===== config.mk =====
export PLATFORM = sky130hd
export DESIGN_NAME = alu_issue_unit
export DESIGN_NICKNAME = d
export VERILOG_FILES = /design/src/rtl/alu_pkg.sv /design/src/rtl/alu_regfile.sv /design/src/rtl/alu_issue_unit.sv
export SDC_FILE = /design/constraint.sdc
export NUM_CORES = 2
export LEC_CHECK = 0
export CAP_MARGIN = 20
export CORE_ASPECT_RATIO = 0.6
export CORE_MARGIN = 3
export CORE_UTILIZATION = 40
export DETAILED_ROUTE_END_ITERATION = 8
export PLACE_DENSITY = 0.57
export SYNTH_ARGS = -nofsm -noshare
export SYNTH_HDL_FRONTEND = slang
export SYNTH_HIERARCHICAL = 1
export SYNTH_SLANG_ARGS = --single-unit

===== constraint.sdc =====
create_clock -name clk -period 3.1 [get_ports clk]
set_input_delay 0.62 -clock clk [delete_from_list [all_inputs] [get_ports clk]]
set_output_delay 0.62 -clock clk [all_outputs]
set_load 0.05 [all_outputs]

===== src/rtl/alu_pkg.sv =====
// rtl/alu_pkg.sv - opcode/funct constants, FSM encoding, flag indices and decode helper
package alu_pkg;

    localparam logic [5:0] OP_RTYPE = 6'h00;
    localparam logic [5:0] OP_BEQ   = 6'h04;
    localparam logic [5:0] OP_BNE   = 6'h05;
    localparam logic [5:0] OP_ADDI  = 6'h08;
    localparam logic [5:0] OP_ADDIU = 6'h09;
    localparam logic [5:0] OP_SLTI  = 6'h0A;
    localparam logic [5:0] OP_SLTIU = 6'h0B;
    localparam logic [5:0] OP_ANDI  = 6'h0C;
    localparam logic [5:0] OP_ORI   = 6'h0D;
    localparam logic [5:0] OP_XORI  = 6'h0E;
    localparam logic [5:0] OP_LW    = 6'h23;
    localparam logic [5:0] OP_SW    = 6'h2B;

    localparam logic [5:0] FN_SLL  = 6'h00;
    localparam logic [5:0] FN_SRL  = 6'h02;
    localparam logic [5:0] FN_SRA  = 6'h03;
    localparam logic [5:0] FN_SLLV = 6'h04;
    localparam logic [5:0] FN_SRLV = 6'h06;
    localparam logic [5:0] FN_SRAV = 6'h07;
    localparam logic [5:0] FN_ADD  = 6'h20;
    localparam logic [5:0] FN_ADDU = 6'h21;
    localparam logic [5:0] FN_SUB  = 6'h22;
    localparam logic [5:0] FN_SUBU = 6'h23;
    localparam logic [5:0] FN_AND  = 6'h24;
    localparam logic [5:0] FN_OR   = 6'h25;
    localparam logic [5:0] FN_XOR  = 6'h26;
    localparam logic [5:0] FN_NOR  = 6'h27;
    localparam logic [5:0] FN_SLT  = 6'h2A;
    localparam logic [5:0] FN_SLTU = 6'h2B;

    localparam logic [1:0] ST_IDLE = 2'd0;
    localparam logic [1:0] ST_EXEC = 2'd1;
    localparam logic [1:0] ST_DONE = 2'd2;

    // Bit positions inside wb_flags = {zero, negative, overflow}
    localparam int FLAG_ZERO = 2;
    localparam int FLAG_NEG  = 1;
    localparam int FLAG_OVF  = 0;

    typedef struct packed {
        logic       legal;
        logic       has_dest;
        logic [4:0] dest;
        logic       ovf_check;  // only add, sub, addi trap on overflow
        logic       is_beq;
        logic       is_bne;
        logic       is_mem;
        logic       is_store;
    } decode_t;

    function automatic decode_t decode_instr(input logic [5:0] opcode,
                                             input logic [5:0] funct,
                                             input logic [4:0] rt,
                                             input logic [4:0] rd);
        decode_t d;
        d = '0;
        case (opcode)
            OP_RTYPE: begin
                case (funct)
                    FN_ADD, FN_SUB: begin
                        d.legal = 1'b1; d.has_dest = 1'b1; d.dest = rd; d.ovf_check = 1'b1;
                    end
                    FN_ADDU, FN_SUBU, FN_AND, FN_OR, FN_XOR, FN_NOR,
                    FN_SLL, FN_SLLV, FN_SRL, FN_SRLV, FN_SRA, FN_SRAV,
                    FN_SLT, FN_SLTU: begin
                        d.legal = 1'b1; d.has_dest = 1'b1; d.dest = rd;
                    end
                    default: d = '0;
                endcase
            end
            OP_ADDI: begin
                d.legal = 1'b1; d.has_dest = 1'b1; d.dest = rt; d.ovf_check = 1'b1;
            end
            OP_ADDIU, OP_SLTI, OP_SLTIU, OP_ANDI, OP_ORI, OP_XORI: begin
                d.legal = 1'b1; d.has_dest = 1'b1; d.dest = rt;
            end
            OP_BEQ: begin d.legal = 1'b1; d.is_beq = 1'b1; end
            OP_BNE: begin d.legal = 1'b1; d.is_bne = 1'b1; end
            OP_LW:  begin d.legal = 1'b1; d.is_mem = 1'b1; end
            OP_SW:  begin d.legal = 1'b1; d.is_mem = 1'b1; d.is_store = 1'b1; end
            default: d = '0;
        endcase
        return d;
    endfunction

endpackage


===== src/rtl/alu_regfile.sv =====
// rtl/alu_regfile.sv - 32x32 register file, two read ports plus debug port, one write port
// Ports: clk, rst_n (async clear), ra/rb read ports, dbg read port, we/waddr/wdata write port.
module alu_regfile #(
    parameter int NREGS = 32
) (
    input  logic        clk,
    input  logic        rst_n,
    input  logic [4:0]  ra_addr,
    output logic [31:0] ra_data,
    input  logic [4:0]  rb_addr,
    output logic [31:0] rb_data,
    input  logic [4:0]  dbg_addr,
    output logic [31:0] dbg_data,
    input  logic        we,
    input  logic [4:0]  waddr,
    input  logic [31:0] wdata
);

    logic [31:0] regs [NREGS];

    always_ff @(posedge clk or negedge rst_n) begin
        if (!rst_n) begin
            for (int i = 0; i < NREGS; i++) begin
                regs[i] <= '0;
            end
        end else if (we && (waddr != 5'd0)) begin
            regs[waddr] <= wdata;
        end
    end

    // r0 is hard-wired to zero on every read port
    assign ra_data  = (ra_addr  == 5'd0) ? 32'd0 : regs[ra_addr];
    assign rb_data  = (rb_addr  == 5'd0) ? 32'd0 : regs[rb_addr];
    assign dbg_data = (dbg_addr == 5'd0) ? 32'd0 : regs[dbg_addr];

endmodule


===== src/rtl/alu_issue_unit.sv =====
// rtl/alu_issue_unit.sv - issue/commit controller driving an external combinational MIPS ALU
// Ports: in_valid/in_ready/in_instr accept side; alu_* operands out, result/flags in;
// wb_* commit pulse; br_taken, mem_*, ovf_trap, ill_trap outcome pulses; dbg_addr/dbg_data.
module alu_issue_unit
    import alu_pkg::*;
#(
    parameter int NREGS = 32
) (
    input  logic        clk,
    input  logic        rst_n,
    input  logic        in_valid,
    output logic        in_ready,
    input  logic [31:0] in_instr,
    output logic [31:0] alu_instr,
    output logic [31:0] alu_rega,
    output logic [31:0] alu_regb,
    input  logic [31:0] alu_result,
    input  logic        alu_zero,
    input  logic        alu_negative,
    input  logic        alu_overflow,
    output logic        wb_valid,
    output logic [4:0]  wb_addr,
    output logic [31:0] wb_data,
    output logic [2:0]  wb_flags,
    output logic        br_taken,
    output logic        mem_valid,
    output logic        mem_write,
    output logic [31:0] mem_addr,
    output logic [31:0] mem_wdata,
    output logic        ovf_trap,
    output logic        ill_trap,
    input  logic [4:0]  dbg_addr,
    output logic [31:0] dbg_data
);

    logic [1:0]  state;
    logic [31:0] instr_q;
    logic [31:0] rega_q;
    logic [31:0] regb_q;
    logic [31:0] rs_data;
    logic [31:0] rt_data;
    logic [2:0]  alu_flags;
    decode_t     dec;
    logic        ovf_hit;
    logic        commit;

    // Operands are read straight from the offered instruction so they can be latched at accept
    alu_regfile #(.NREGS(NREGS)) u_regfile (
        .clk      (clk),
        .rst_n    (rst_n),
        .ra_addr  (in_instr[25:21]),
        .ra_data  (rs_data),
        .rb_addr  (in_instr[20:16]),
        .rb_data  (rt_data),
        .dbg_addr (dbg_addr),
        .dbg_data (dbg_data),
        .we       ((state == ST_EXEC) && commit),
        .waddr    (dec.dest),
        .wdata    (alu_result)
    );

    assign in_ready  = (state == ST_IDLE);
    assign alu_instr = instr_q;
    assign alu_rega  = rega_q;
    assign alu_regb  = regb_q;

    always_comb begin
        alu_flags = '0;
        alu_flags[FLAG_ZERO] = alu_zero;
        alu_flags[FLAG_NEG]  = alu_negative;
        alu_flags[FLAG_OVF]  = alu_overflow;
    end

    assign dec     = decode_instr(instr_q[31:26], instr_q[5:0], instr_q[20:16], instr_q[15:11]);
    assign ovf_hit = dec.ovf_check && alu_overflow;
    assign commit  = dec.legal && dec.has_dest && !ovf_hit;

    always_ff @(posedge clk or negedge rst_n) begin
        if (!rst_n) begin
            state     <= ST_IDLE;
            instr_q   <= '0;
            rega_q    <= '0;
            regb_q    <= '0;
            wb_valid  <= 1'b0;
            wb_addr   <= '0;
            wb_data   <= '0;
            wb_flags  <= '0;
            br_taken  <= 1'b0;
            mem_valid <= 1'b0;
            mem_write <= 1'b0;
            mem_addr  <= '0;
            mem_wdata <= '0;
            ovf_trap  <= 1'b0;
            ill_trap  <= 1'b0;
        end else begin
            // Pulses are only ever set on the EXEC->DONE edge, so they last exactly the DONE cycle
            wb_valid  <= 1'b0;
            br_taken  <= 1'b0;
            mem_valid <= 1'b0;
            ovf_trap  <= 1'b0;
            ill_trap  <= 1'b0;
            case (state)
                ST_IDLE: begin
                    if (in_valid) begin
                        instr_q <= in_instr;
                        rega_q  <= rs_data;
                        regb_q  <= rt_data;
                        state   <= ST_EXEC;
                    end
                end
                ST_EXEC: begin
                    state    <= ST_DONE;
                    wb_valid <= commit;
                    if (commit) begin
                        wb_addr  <= dec.dest;
                        wb_data  <= alu_result;
                        wb_flags <= alu_flags;
                    end
                    br_taken  <= (dec.is_beq && alu_zero) || (dec.is_bne && !alu_zero);
                    mem_valid <= dec.is_mem;
                    if (dec.is_mem) begin
                        mem_write <= dec.is_store;
                        mem_addr  <= alu_result;
                        mem_wdata <= regb_q;
                    end
                    ovf_trap <= ovf_hit;
                    ill_trap <= !dec.legal;
                end
                default: state <= ST_IDLE;
            endcase
        end
    end

endmodule

==> metrics.txt <==
run status=finished, violations left; violated checks=negative setup slack; Hold Startpoint=in_instr[17]; measured slew at the worst slew-check pin=1.00 ns; met2 wire length=120000 um; Die Height=332 um; sequential share of the synthesized area=43.6%; Setup violations, final=26; clock tree skew after final layout=0.0453 ns; FF+latch count, synth=1232; ranking of synthesized cells by area=sky130_fd_sc_hd__dfrtp_1 44%, sky130_fd_sc_hd__mux4_2 19%, sky130_fd_sc_hd__mux2_2 19%, sky130_fd_sc_hd__mux2i_1 5.8%, sky130_fd_sc_hd__a22oi_1 1.6%; Max Slew Vio Count=0; source-to-sink clock delay at the later pin of the worst-skew pair=0.82 ns; setup TNS=-3.38 ns; area of the core region=174000 sq um; most frequent cell after synthesis=sky130_fd_sc_hd__dfrtp_1; GR Overflow Total=0; count of buffers inserted at the top-level ports=313; max-cap violations=0; Post-DP HPWL=188000 um; metal1 wirelength=119000 um; CP arrival=2.75 ns; total internal power=31.9 mW; Layout Area Growth over Synthesis=26.5%; number of antenna violations at the first check in global routing=8; Antenna Violating Nets Remaining=0; post-detailed-route via-to-cell ratio=6.53; die area=182000 sq um; Peak Freq=0.297 GHz; Post-synth EDFFs=0; first-pass GRT wire length=403000 um; setup repair after global routing missed its margin=yes; maximum number of pins on one net before global-route repair=122; routed length per placed instance=35.6 um; initial core utilization=40.6%; highest metal layer used by the detailed router=met5; synthesized netlist net count=4925; clk slew on worst S/H paths=0.06 ns; number of global-route vias before repair=51.9k; normalized max-slew margin=31.6%; kind of start point of the critical path=flip-flop; CTS tree=built; row count=118; final routed wirelength across all metal layers=283000 um; warnings from Yosys=6; worst r2r src=alu_instr[2]$_DFFE_PN0P_; proportion of power drawn by the clock network=37.3%; final cycle utilization of the critical path=109%; hold crit path type=input port to flip-flop; shortest clock period the worst path allows after layout=3.37 ns; sequential power share=38.5%; net switching fraction of the power=31.9%; Main synth FF type=sky130_fd_sc_hd__dfrtp_1; post-place instance area=82300 sq um; drt drc=0; timing startpoint of the critical path=u_regfile/regs[308]$_DFFE_PN0P_; share of layout cells above drive strength 1=54.4%; routability congestion estimate=0.918; syn_area_per_cell=14.6 sq um; CTS root buf=sky130_fd_sc_hd__clkbuf_16; NetSw=15.0 mW; number of optimization iterations in the first detailed-route pass=7; maximum fanout along the worst path=4; maximum vdd drop=0.671 mV; number of sinks handled by clock tree synthesis=1232; critical path capture point type=output pin; cell type with the largest total area after synthesis=sky130_fd_sc_hd__dfrtp_1; number of buffers created by CTS=139; distinct cell type count after synthesis=57; Post-Synthesis Cell Area=70700 sq um; Post-synth ARST share=100%; final count of hold timing violations=0; overall routing resource usage=30.7%; Static Leak=40.3 nW; detailed route wirelength on metal3=33100 um; horizontal die dimension=549 um; most used standard cells in the synthesized netlist=1232 x sky130_fd_sc_hd__dfrtp_1, 1191 x sky130_fd_sc_hd__mux2_2, 604 x sky130_fd_sc_hd__mux4_2, 410 x sky130_fd_sc_hd__mux2i_1, 285 x sky130_fd_sc_hd__clkbuf_1; Critical Path RT=2.48 ns; fin worst setup slack=-0.272 ns; Nets=5601; total vias in the final route=52.0k; relative contribution of combinational cells to total power=24.3%; H-tree level count=4; number of violations reported at the end of detailed-routing iteration 0=6521; top cell type's share of synthesized area=43.6%; power density over cell area=525 nW/um^2; maximum number of buffers from clock root to sink=4; crit path kind=flip-flop to output pin; number of placed I/O pins=314; synthesized netlist cell count=4850; Finished Cell Area=89400 sq um
==> kinds of logic after synthesis <==
family	Yosys count	synth area share, %
multiplexers	2258	45.0
flip-flops	1232	43.6
buffers and inverters	559	3.71
AO/OA/AOI/OAI	507	5.33
AND/OR/NAND/NOR	293	2.34
XOR/XNOR	1	0.0124
==> flip-flops by register name (all words and copies together) (netlist names) <==
signal / count
br_taken: 1
mem_valid: 1
mem_write: 1
u_regfile/regs: 1024
alu_regb: 32
mem_wdata: 32
ill_trap: 1
alu_instr: 32
wb_addr: 5
alu_rega: 32
wb_flags: 3
wb_data: 32
mem_addr: 32
state: 2
wb_valid: 1
ovf_trap: 1
==> critical path, cell delays in order (launching register included) <==
cell                      delay [ns]
sky130_fd_sc_hd__dfrtp_1        0.43
sky130_fd_sc_hd__mux4_2         0.48
sky130_fd_sc_hd__mux4_2         0.53
sky130_fd_sc_hd__o22ai_2        0.13
sky130_fd_sc_hd__buf_6          0.13
sky130_fd_sc_hd__nor3_4         0.07
sky130_fd_sc_hd__buf_12         0.16
==> layout make-up <==
cell class / instances / area, sq um
Clock buffer: 182 / 3980
Clock inverter: 51 / 693
Antenna cell: 4 / 10.0
Inverter: 11 / 41.3
Sequential cell: 1232 / 30800
Timing Repair Buffer: 1083 / 12400
Tap cell: 2340 / 2930
Multi-Input combinational cell: 3059 / 38600
Fill cell: 14600 / 84600
==> path summary, 6_finish.rpt <==
kind                                               endpoint  slack [ns]  depth (start not counted)
min                               alu_instr[17]$_DFFE_PN0P_        0.28                          2
min in group asynchronous   u_regfile/regs[991]$_DFFE_PN0P_        0.38                          2
max                                            dbg_data[20]       -0.27                          6
min reg2reg                u_regfile/regs[1005]$_DFFE_PN0P_        0.43                          0
max reg2reg                 u_regfile/regs[638]$_DFFE_PN0P_        0.09                          9
max in group asynchronous    u_regfile/regs[42]$_DFFE_PN0P_        1.61                          3
==> stage by stage <==
step                hold WS (ns)  util [%]  power [mW]  std cells  setup WS [ns]
finish                     0.280      51.4        46.9       7962         -0.272
global route               0.261      51.4        48.4       7959         -0.335
CTS                        0.242      51.1        47.2       7927         -0.316
detailed placement         0.411      47.3        29.5       7560         -0.562
global placement           0.405      47.3        29.4       7559         -0.541
floorplan                  0.324         -        24.7       4850         -0.223
==> cell usage in the layout, fill, tap and decap left out, types with 16 or more instances in the layout <==
cell type	netlist	routed
sky130_fd_sc_hd__buf_6	16	18
sky130_fd_sc_hd__nor2_4	0	20
sky130_fd_sc_hd__a2111oi_0	29	29
sky130_fd_sc_hd__a211oi_1	70	50
sky130_fd_sc_hd__mux4_2	604	604
sky130_fd_sc_hd__o221ai_1	25	25
sky130_fd_sc_hd__clkbuf_8	0	26
sky130_fd_sc_hd__buf_12	3	245
sky130_fd_sc_hd__nor3_1	58	40
sky130_fd_sc_hd__mux2_4	34	39
sky130_fd_sc_hd__nor2b_1	79	59
sky130_fd_sc_hd__o22ai_1	57	39
sky130_fd_sc_hd__nor2b_4	0	17
sky130_fd_sc_hd__and2_1	28	21
sky130_fd_sc_hd__o32ai_1	23	18
sky130_fd_sc_hd__a22o_1	51	49
sky130_fd_sc_hd__clkbuf_16	0	143
sky130_fd_sc_hd__a22oi_1	147	134
sky130_fd_sc_hd__buf_4	46	520
sky130_fd_sc_hd__nor4_1	34	17
sky130_fd_sc_hd__clkinv_2	0	17
sky130_fd_sc_hd__buf_16	0	16
sky130_fd_sc_hd__a21oi_1	68	64
sky130_fd_sc_hd__nand2_2	0	18
sky130_fd_sc_hd__clkdlybuf4s50_1	0	266
sky130_fd_sc_hd__mux2_1	19	19
sky130_fd_sc_hd__mux2i_1	410	410
sky130_fd_sc_hd__dfrtp_1	1232	1224
sky130_fd_sc_hd__mux2_2	1191	1186
==> routing by layer <==
metal  GRT usage (%)  up-vias
li1                -    20500
met1            43.5    27600
met2            43.4     3326
met3            10.5      584
met4            11.0        2
met5               0        -
==> power by group through the flow <==
| stage | clock [mW] | sequential [mW] | combinational [mW] |
|---|---|---|---|
| after floorplan | 0 | 21.4 | 3.32 |
| after global placement | 0 | 18.3 | 11.1 |
| after detailed placement | 0 | 18.3 | 11.2 |
| after CTS | 17.8 | 18.0 | 11.4 |
| after global routing | 18.5 | 18.2 | 11.8 |
| final | 17.5 | 18.1 | 11.4 |
==> what timing repair did <==
action | 4_1_cts | 5_1_grt
resized for setup | 158 | 42
endpoints found under the setup margin | 43 | 39
pin swaps | 57 | 31
endpoints found under the hold margin | 41 | 0
cloned | 8 | 0
buffers inserted | 142 | 34
hold buffers | 1 | 0
Power figures use the tool's default switching activity.
